File: src/rtl/counter_alu_scan.sv
// Two loadable up/down counters feeding a registered 4-function ALU, shown on an
// 8-digit multiplexed 7-segment display. Define COUNTER_SATURATE_EN to saturate the counters instead of wrapping.
module counter_alu_scan #(
    parameter int WIDTH    = 4,
    parameter int TICK_DIV = 50_000_000,
    parameter int SCAN_DIV = 100_000
) (
    input  logic             clkt,
    input  logic             rst,
    input  logic [WIDTH-1:0] asw,
    input  logic [WIDTH-1:0] bsw,
    input  logic             aud,
    input  logic             bud,
    input  logic             aload,
    input  logic             bload,
    input  logic [1:0]       op,
    output logic [WIDTH-1:0] cnt_a,
    output logic [WIDTH-1:0] cnt_b,
    output logic [WIDTH:0]   res,
    output logic [6:0]       Cnode,
    output logic             dp,
    output logic [7:0]       AN
);

    localparam int TW = (TICK_DIV > 1) ? $clog2(TICK_DIV) : 1;
    localparam int SW = (SCAN_DIV > 1) ? $clog2(SCAN_DIV) : 1;

    logic [TW-1:0] tick_cnt;
    logic          tick;
    logic [SW-1:0] scan_cnt;
    logic          scan_adv;
    logic [2:0]    scan_idx;
    logic [2:0]    idx_nxt;
    logic [7:0]    a_ext;
    logic [7:0]    b_ext;
    logic [11:0]   r_ext;
    logic [3:0]    nib;
    logic          blank;

    function automatic logic [WIDTH-1:0] step_cnt(input logic [WIDTH-1:0] v, input logic up);
`ifdef COUNTER_SATURATE_EN
        if (up)
            return (v == '1) ? v : v + WIDTH'(1);
        return (v == '0) ? v : v - WIDTH'(1);
`else
        return up ? v + WIDTH'(1) : v - WIDTH'(1);
`endif
    endfunction

    // Subtraction is done in WIDTH+1 signed bits so the top bit reads as borrow.
    function automatic logic [WIDTH:0] alu(input logic [1:0] sel,
                                           input logic [WIDTH-1:0] a,
                                           input logic [WIDTH-1:0] b);
        logic signed [WIDTH:0] diff;
        diff = $signed({1'b0, a}) - $signed({1'b0, b});
        case (sel)
            2'd0:    return {1'b0, a} + {1'b0, b};
            2'd1:    return $unsigned(diff);
            2'd2:    return {1'b0, a & b};
            default: return {1'b0, a | b};
        endcase
    endfunction

    function automatic logic [6:0] hex7(input logic [3:0] v);
        case (v)
            4'h0: return 7'b1000000;
            4'h1: return 7'b1111001;
            4'h2: return 7'b0100100;
            4'h3: return 7'b0110000;
            4'h4: return 7'b0011001;
            4'h5: return 7'b0010010;
            4'h6: return 7'b0000010;
            4'h7: return 7'b1111000;
            4'h8: return 7'b0000000;
            4'h9: return 7'b0010000;
            4'hA: return 7'b0001000;
            4'hB: return 7'b0000011;
            4'hC: return 7'b1000110;
            4'hD: return 7'b0100001;
            4'hE: return 7'b0000110;
            default: return 7'b0001110;
        endcase
    endfunction

    assign tick     = (tick_cnt == TW'(TICK_DIV - 1));
    assign scan_adv = (scan_cnt == SW'(SCAN_DIV - 1));
    assign idx_nxt  = scan_adv ? scan_idx + 3'd1 : scan_idx;
    assign a_ext    = 8'(cnt_a);
    assign b_ext    = 8'(cnt_b);
    assign r_ext    = 12'(res);
    assign dp       = 1'b1;

    // Digit content is chosen for the index about to be shown, so AN and Cnode change together.
    always_comb begin
        nib   = 4'h0;
        blank = 1'b0;
        case (idx_nxt)
            3'd7:    nib = a_ext[7:4];
            3'd6:    nib = a_ext[3:0];
            3'd5:    nib = b_ext[7:4];
            3'd4:    nib = b_ext[3:0];
            3'd3:    blank = 1'b1;
            3'd2:    nib = r_ext[11:8];
            3'd1:    nib = r_ext[7:4];
            default: nib = r_ext[3:0];
        endcase
    end

    always_ff @(posedge clkt or posedge rst) begin
        if (rst) begin
            tick_cnt <= '0;
            scan_cnt <= '0;
            scan_idx <= 3'd0;
        end else begin
            tick_cnt <= tick ? '0 : tick_cnt + TW'(1);
            scan_cnt <= scan_adv ? '0 : scan_cnt + SW'(1);
            scan_idx <= idx_nxt;
        end
    end

    // Stage 0 -> 1: counters; stage 1 -> 2: ALU result and display registers.
    always_ff @(posedge clkt or posedge rst) begin
        if (rst) begin
            cnt_a <= '0;
            cnt_b <= '0;
        end else begin
            if (aload)
                cnt_a <= asw;
            else if (tick)
                cnt_a <= step_cnt(cnt_a, aud);
            if (bload)
                cnt_b <= bsw;
            else if (tick)
                cnt_b <= step_cnt(cnt_b, bud);
        end
    end

    always_ff @(posedge clkt or posedge rst) begin
        if (rst) begin
            res   <= '0;
            AN    <= 8'hFE;
            Cnode <= 7'b1000000;
        end else begin
            res   <= alu(op, cnt_a, cnt_b);
            AN    <= ~(8'd1 << idx_nxt);
            Cnode <= blank ? 7'b1111111 : hex7(nib);
        end
    end

endmodule

File: config.mk
export PLATFORM = sky130hd
export DESIGN_NAME = counter_alu_scan
export DESIGN_NICKNAME = d
export VERILOG_FILES = /design/src/rtl/counter_alu_scan.sv
export SDC_FILE = /design/constraint.sdc
export NUM_CORES = 1
export LEC_CHECK = 0
export BUFFER_PORTS_ARGS = -buffer_cell sky130_fd_sc_hd__buf_4
export CORE_UTILIZATION = 35
export DETAILED_ROUTE_END_ITERATION = 6
export GPL_TIMING_DRIVEN = 0
export SYNTH_ARGS = -nofsm -noshare
export SYNTH_HDL_FRONTEND = slang
export SYNTH_SLANG_ARGS = --single-unit
File: constraint.sdc
create_clock -name clkt -period 8 [get_ports clkt]
set_input_delay 1.6 -clock clkt [delete_from_list [all_inputs] [get_ports clkt]]
set_output_delay 1.6 -clock clkt [all_outputs]
set_load 0.05 [all_outputs]
==> metrics.yaml, run 1 <==
final_hold_viol_count: 0
synthXorXnorAreaFrac_pct: 11.4
die_area_um2: 12300
floorplan_die_height_um: 111
via_count: 3087
fin_nets: 504
cp_slowest_stage_delay_ns: 0.28
tot_gr_track_use_pct: 15.6
max_cap_violations: 0
number_of_buffers_added_by_the_clock_tree_synthesis_step: 9
placed_cell_area_um2: 4660
cts_root_buf: "sky130_fd_sc_hd__clkbuf_16"
syn2layout_area_growth_pct: 21.6
postRouteWirelength_um: 8520
grt_max_degree: 67
start_util_pct: 36.1
clkPwrFrac_pct: 41.8
worst_ep_required_time_ns: 8.20
synth_cells: 412
top_level_ports: 45
cts-root-to-sink-buffers: 2
cp_num_buf_inv: 1
cts_resizes: 0
worst_clock_skew_ns: 0.00692
routabilityCongestion: 0.817
number_of_register_bits_inferred_by_synthesis: 74
grt_busiest_layer: "met2"
path_delay_family: "simple AND/OR/NAND/NOR gates"
switching_power_mw: 0.350
combinational_family_with_the_most_area_after_synthesis: "simple AND/OR/NAND/NOR gates"
combinationalPowerShare_pct: 23.2
final_common_cell: "sky130_fd_sc_hd__dfrtp_1"
detail-route-antenna-nets: 0
cts-htree-levels: 3
share_of_the_synthesized_area_in_compound_gates_ao_oa_aoi_oai_pct: 8.73
power.ir.vdd_worst_uv: 210
p_per_area_nw_per_um2: 238
first_global_vias: 3233
num-fill-cells: 1074
final_design_area_no_fill_um2: 5040
part_of_the_cycle_the_worst_path_needs_pct: 39.1
seq_cell_area_um2: 1860
postSynth.asyncResetShare_pct: 100
num_antenna_cells: 0
drc_errors: 0
antenna_found_initial: 0
period_minus_slack_ns: 3.13
dp_worst_setup_slack_ns: 4.54
static-leakage-power_nw: 2.35
cts_clk_pin_slew_worst_paths_ns: 0.06
critical_path_arrival_ns: 3.33
finalSetupViolations: 0
tritoncts: "yes"
final_cell_mix: "66 x sky130_fd_sc_hd__dfrtp_1, 42 x sky130_fd_sc_hd__buf_4, 37 x sky130_fd_sc_hd__nor2_1"
yosys_warnings: 0
crit_path_max_fanout: 9
detail_route.wl_per_cell_um: 13.9
relSlewSlack_pct: 65.8
setup.reg_to_reg.worst_slack_ns: 5.13
number_of_placement_rows: 39
place.detailed.hpwl_um: 6180
post_drt_via_cell_ratio: 5.04
seqPwrFrac_pct: 35.0
synth_edf_count: 0
worst_pin_slew_ns: 0.509
firstDrtPassIters: 4
endpoint_kind: "flip-flop"
drive_gt1_share_pct: 18.9
core_area_um2: 11500
area_share_of_and_or_nand_nor_cells_after_synthesis_pct: 20.0
worst_path_cell_trace: "clkbuf_1, nand2b_1, nor2b_1, xnor2_1, ha_1, a21o_1, a21oi_1, xnor2_1, nor2_1"
run_status: "finished, final reports clean"
synthFlopType: "sky130_fd_sc_hd__dfrtp_1"
proportion_of_synthesized_area_in_mux_cells_pct: 2.78
syn_area_um2: 4140
crit_slowest_cell: "sky130_fd_sc_hd__ha_1"
yosys.area_share.adder_pct: 7.97
grt.met2_usage_pct: 25.4
use_met1_pct: 20.0
rsz0062_at_grt: "false"
power_report.internal_total_mw: 0.846
crit_path_start_kind: "input pin"
power.switching_fraction_pct: 29.3
post-cts-setup-buffer-count: 0
wire_length_of_the_first_global_routing_pass_um: 15500
post-route-worst-setup-slack_ns: 4.87
met3_usage_pct: 4.26
critPathKind: "in2reg"
floorplan.die.width_um: 111
numClockSinks: 74
synth_cell_types: 55
final_setup_tns_ns: 0
avgSynthCellArea_um2: 10.1
cts_hold_repair.buffers: 0
hold_class: "reg2reg"
synth_net_count: 451
numPortBuffers: 41
area_of_the_multi_input_gates_um2: 2110
clock.fmax_ghz: 0.319
gr-total-overflow: 0
synth-seq-area-share_pct: 44.9
drt_iter0_markers: 121
critical-path-top-cell-by-count: "sky130_fd_sc_hd__xnor2_1"
final_max_slew_viol_count: 0
clk-insertion-delay-late_ns: 0.33
## sequential cells by signal (all words and copies together) (netlist names)
| signal | cells |
|---|---|
| res | 5 |
| Cnode | 7 |
| cnt_a | 4 |
| scan_idx | 3 |
| cnt_b | 4 |
| scan_cnt | 17 |
| AN | 8 |
| tick_cnt | 26 |
## final cells by class
cell class	instances	area share (%)
multi-input cells	304	42.0
flip-flops and latches	74	37.0
plain buffers	15	1.94
repair buffers	42	6.66
clock buffers	10	4.74
clock inverters	6	2.73
inverters	19	1.47
well taps	143	3.55
## synth_stat cells (all sizes together) (2+ instances only)
| cell | n | area, µm² |
|---|---|---|
| inv | 19 | 71.3 |
| mux2i | 8 | 92.6 |
| nand4 | 8 | 50.1 |
| nor2 | 38 | 145 |
| clkbuf | 8 | 41.3 |
| a31o | 2 | 17.5 |
| a21o | 5 | 37.5 |
| fa | 3 | 60.1 |
| o31ai | 2 | 15.0 |
| a31oi | 6 | 52.6 |
| nand2 | 36 | 135 |
| a21oi | 8 | 40.0 |
| nand2b | 2 | 12.5 |
| and2 | 2 | 15.0 |
| o21ai | 25 | 125 |
| mux2 | 2 | 22.5 |
| and4 | 7 | 61.3 |
| nor3 | 8 | 40.0 |
| maj3 | 2 | 20.0 |
| dfstp | 8 | 210 |
| o221ai | 3 | 26.3 |
| and3 | 8 | 50.1 |
| nand3 | 27 | 135 |
| ha | 20 | 250 |
| nor4b | 3 | 38.8 |
| nor3b | 2 | 15.0 |
| xor2 | 28 | 245 |
| nor2b | 6 | 37.5 |
| or3b | 4 | 35.0 |
| xnor2 | 26 | 228 |
| or3 | 2 | 12.5 |
| buf | 7 | 56.3 |
| dfrtp | 66 | 1650 |
| or4 | 2 | 18.8 |
## worst paths after layout
kind / end / startpoint / cells after the start
min in group asynchronous: scan_cnt[5]$_DFF_PP0_ / rst / 2
worst max-delay path: res[4]$_DFF_PP0_ / op[1] / 9
worst min register to register: tick_cnt[6]$_DFF_PP0_ / tick_cnt[6]$_DFF_PP0_ / 1
worst min-delay path: tick_cnt[6]$_DFF_PP0_ / tick_cnt[6]$_DFF_PP0_ / 1
worst max register to register: Cnode[3]$_DFF_PP0_ / scan_cnt[0]$_DFF_PP0_ / 11
max in group asynchronous: Cnode[6]$_DFF_PP1_ / rst / 3
## layer usage
metal | wire [µm] | vias to the layer above
met2 | 4130 | 50
li1 | - | 1525
met1 | 4010 | 1503
met5 | 0 | -
met3 | 274 | 9
met4 | 105 | 0
## cell families (layout without fill, tap and decap cells)
family,Yosys count,count (layout)
other cells,1,1
fa+ha+maj,25,25
compound gates,56,56
simple gates,158,158
flops,74,74
xor+xnor,54,54
buf+inv,34,92
mux,10,10
## metrics by stage
step           instances  total power, mW  utilization, %  hold WS, ns
5_1_grt              613             1.25            43.9        0.509
6_report             613             1.20            43.9        0.483
3_3_place_gp         596            0.698            40.4        0.467
3_5_place_dp         597            0.705            40.6        0.476
4_1_cts              613             1.21            43.9        0.488
2_1_floorplan        412            0.627               -        0.451
## power by group through the flow
stage	registers, mW	clock network (mW)	logic, mW
2_1_floorplan	0.510	0	0.116
3_3_place_gp	0.426	0	0.273
3_5_place_dp	0.427	0	0.278
4_1_cts	0.420	0.514	0.280
5_1_grt	0.422	0.529	0.303
6_report	0.419	0.500	0.278
(Power assumes the default switching activity.)
==> inputs of run 2 (changes only) <==
==> constraint.sdc (replaced) <==
create_clock -name clkt -period 3.1 [get_ports clkt]
set_input_delay 0.62 -clock clkt [delete_from_list [all_inputs] [get_ports clkt]]
set_output_delay 0.62 -clock clkt [all_outputs]
set_load 0.05 [all_outputs]
==> run 2 against run 1 <==
Compared with the run above: clock power rose to 2.6 times the previous value; cell count up 0.16%; clock skew hardly changed; die area did not move; utilization increased by 0.12 points; sequential power increased to 2.6 times the previous value; sequential share of layout area is 0.10 points lower; worst hold slack got worse by 0.30 ns.
==> metrics.yaml, run 2 (synthesis gave the netlist of run 1 again) <==
worst_ep_required_time_ns: 3.28  # -4.92 ns
static-leakage-power_nw: 2.36  # +0.38%
syn2layout_area_growth_pct: 21.9
part_of_the_cycle_the_worst_path_needs_pct: 92.6
start_util_pct: 36.1  # unchanged
hold_class: "in2async"
final_common_cell: "sky130_fd_sc_hd__dfrtp_1"
cts-root-to-sink-buffers: 2  # unchanged
place.detailed.instances: 597  # unchanged
cts_hold_repair.buffers: 0  # unchanged
critPathKind: "reg2reg"
firstDrtPassIters: 4  # unchanged
final_max_slew_viol_count: 0  # unchanged
floorplan.die.width_um: 111  # unchanged
worst_clock_skew_ns: 0.00710  # +0.000179 ns
grt.met2_usage_pct: 25.4  # unchanged
floorplan_die_height_um: 111  # unchanged
tritoncts: "yes"
post_drt_via_cell_ratio: 5.07  # +0.68%
detail-route-antenna-nets: 0  # unchanged
cts_resizes: 0  # unchanged
setup.reg_to_reg.worst_slack_ns: 0.23  # -4.90 ns
final_cell_mix: "66 x sky130_fd_sc_hd__dfrtp_1, 42 x sky130_fd_sc_hd__buf_4, 37 x sky130_fd_sc_hd__nor2_1"
num-fill-cells: 1072  # -0.19%
crit_path_start_kind: "flip-flop"
p_per_area_nw_per_um2: 612  # +160%
number_of_placement_rows: 39  # unchanged
numPortBuffers: 41  # unchanged
final_setup_tns_ns: 0  # unchanged
worst_pin_slew_ns: 0.609  # +0.100 ns
fin_nets: 505  # +0.20%
cts_root_buf: "sky130_fd_sc_hd__clkbuf_16"
max_cap_violations: 0  # unchanged
number_of_buffers_added_by_the_clock_tree_synthesis_step: 9  # unchanged
first_global_vias: 3233  # unchanged
postRouteWirelength_um: 8600  # +0.95%
critical_path_arrival_ns: 3.05  # -0.28 ns
place.detailed.hpwl_um: 6180  # unchanged
grt_max_degree: 67  # unchanged
gr-total-overflow: 0  # unchanged
largest_register_ff_count: 26  # unchanged
fin_cells: 614  # +0.16%
rsz0062_at_grt: "false"
numClockSinks: 74  # unchanged
die_area_um2: 12300  # unchanged
detail_route.wl_per_cell_um: 14.0  # +0.79%
drive_gt1_share_pct: 19.1  # +0.17 points
crit_path_max_fanout: 11  # +2
routabilityCongestion: 0.817  # unchanged
drc_errors: 0  # unchanged
antenna_found_initial: 0  # unchanged
clk-insertion-delay-late_ns: 0.33  # about the same
clock.fmax_ghz: 0.348
drt_iter0_markers: 136  # +12%
reg_top3: "tick_cnt: 26 flops, scan_cnt: 17 flops, AN: 8 flops"
relSlewSlack_pct: 59.3  # -6.5 points
cts-htree-levels: 3  # unchanged
period_minus_slack_ns: 2.87
registers.top_by_ff_count: "tick_cnt"
wire_length_of_the_first_global_routing_pass_um: 15500  # unchanged
met3_usage_pct: 4.26  # unchanged
run_status: "finished, final reports clean"
final_hold_viol_count: 0  # unchanged
cts_clk_pin_slew_worst_paths_ns: 0.06  # about the same
use_met1_pct: 20.0  # unchanged
via_count: 3113  # +0.84%
tot_gr_track_use_pct: 15.6  # unchanged
endpoint_kind: "flip-flop"
finish.utilization_pct: 44.0  # +0.12 points
power.ir.vdd_worst_uv: 543  # +160%
finalSetupViolations: 0  # unchanged
num_antenna_cells: 0  # unchanged
top_level_ports: 45  # unchanged
core_area_um2: 11500  # unchanged
post-cts-setup-buffer-count: 0  # unchanged
grt_busiest_layer: "met2"
[run 2: cell types whose count changed in the layout (fill, tap and decap cells not counted)]
cell / before / now
sky130_fd_sc_hd__mux2i_2: 0 / 1
[run 2: path summary, 6_finish.rpt]
path	startpoint	end	cells after the start
setup / recovery	scan_cnt[0]$_DFF_PP0_	Cnode[3]$_DFF_PP0_	11
hold / removal	rst	scan_cnt[5]$_DFF_PP0_	2
setup reg to reg	scan_cnt[0]$_DFF_PP0_	Cnode[3]$_DFF_PP0_	11
hold reg to reg	tick_cnt[6]$_DFF_PP0_	tick_cnt[6]$_DFF_PP0_	1
max in group asynchronous	rst	Cnode[6]$_DFF_PP1_	3
min in group clkt	tick_cnt[6]$_DFF_PP0_	tick_cnt[6]$_DFF_PP0_	1
[run 2: final cells by class]
cell class	count	area [µm²]	share of cell area, %
plain buffers	15	97.6	1.93
clock buffers	10	239	4.73
clock inverters	6	138	2.72
inverters	19	73.8	1.46
multi-input cells	305	2130	42.1
flip-flops and latches	74	1860	36.9
well taps	143	179	3.54
repair buffers	42	335	6.64
[run 2: per-layer routing]
metal | routed length (µm) | part of all wire (%) | vias to the layer above
met2 | 4160 | 48 | 60
li1 | - | - | 1532
met4 | 116 | 1.3 | 0
met1 | 4000 | 47 | 1510
met5 | 0 | 0 | -
met3 | 322 | 3.7 | 11
[run 2: per-stage QoR]
step	power [mW]	area (µm²)	worst slack [ns]	hold slack, ns
after floorplan	1.62	4140	0.484	0.451
after global placement	1.80	4630	-0.367	0.467
after detailed placement	1.82	4660	0.258	0.476
after CTS	3.13	5040	0.233	0.177
after global routing	3.24	5050	0.0547	0.184
final	3.09	5050	0.229	0.185
[run 2: power by group]
| group | internal, mW | switching [mW] | total (mW) |
|---|---|---|---|
| Sequential | 1.03 | 0.0495 | 1.08 |
| Clock | 0.892 | 0.398 | 1.29 |
| Combinational | 0.259 | 0.457 | 0.716 |
| Total | 2.18 | 0.905 | 3.09 |
[run 2: critical path, cell delays in order, from the launching register on]
cell and delay [ns]:
sky130_fd_sc_hd__dfrtp_1 0.42, sky130_fd_sc_hd__ha_1 0.26, sky130_fd_sc_hd__and4_1 0.23, sky130_fd_sc_hd__and4_1 0.22
sky130_fd_sc_hd__buf_6 0.15, sky130_fd_sc_hd__or4_4 0.50, sky130_fd_sc_hd__a31oi_4 0.24, sky130_fd_sc_hd__inv_1 0.14
sky130_fd_sc_hd__ha_1 0.29, sky130_fd_sc_hd__inv_1 0.05, sky130_fd_sc_hd__mux2i_1 0.13, sky130_fd_sc_hd__a22oi_1 0.10
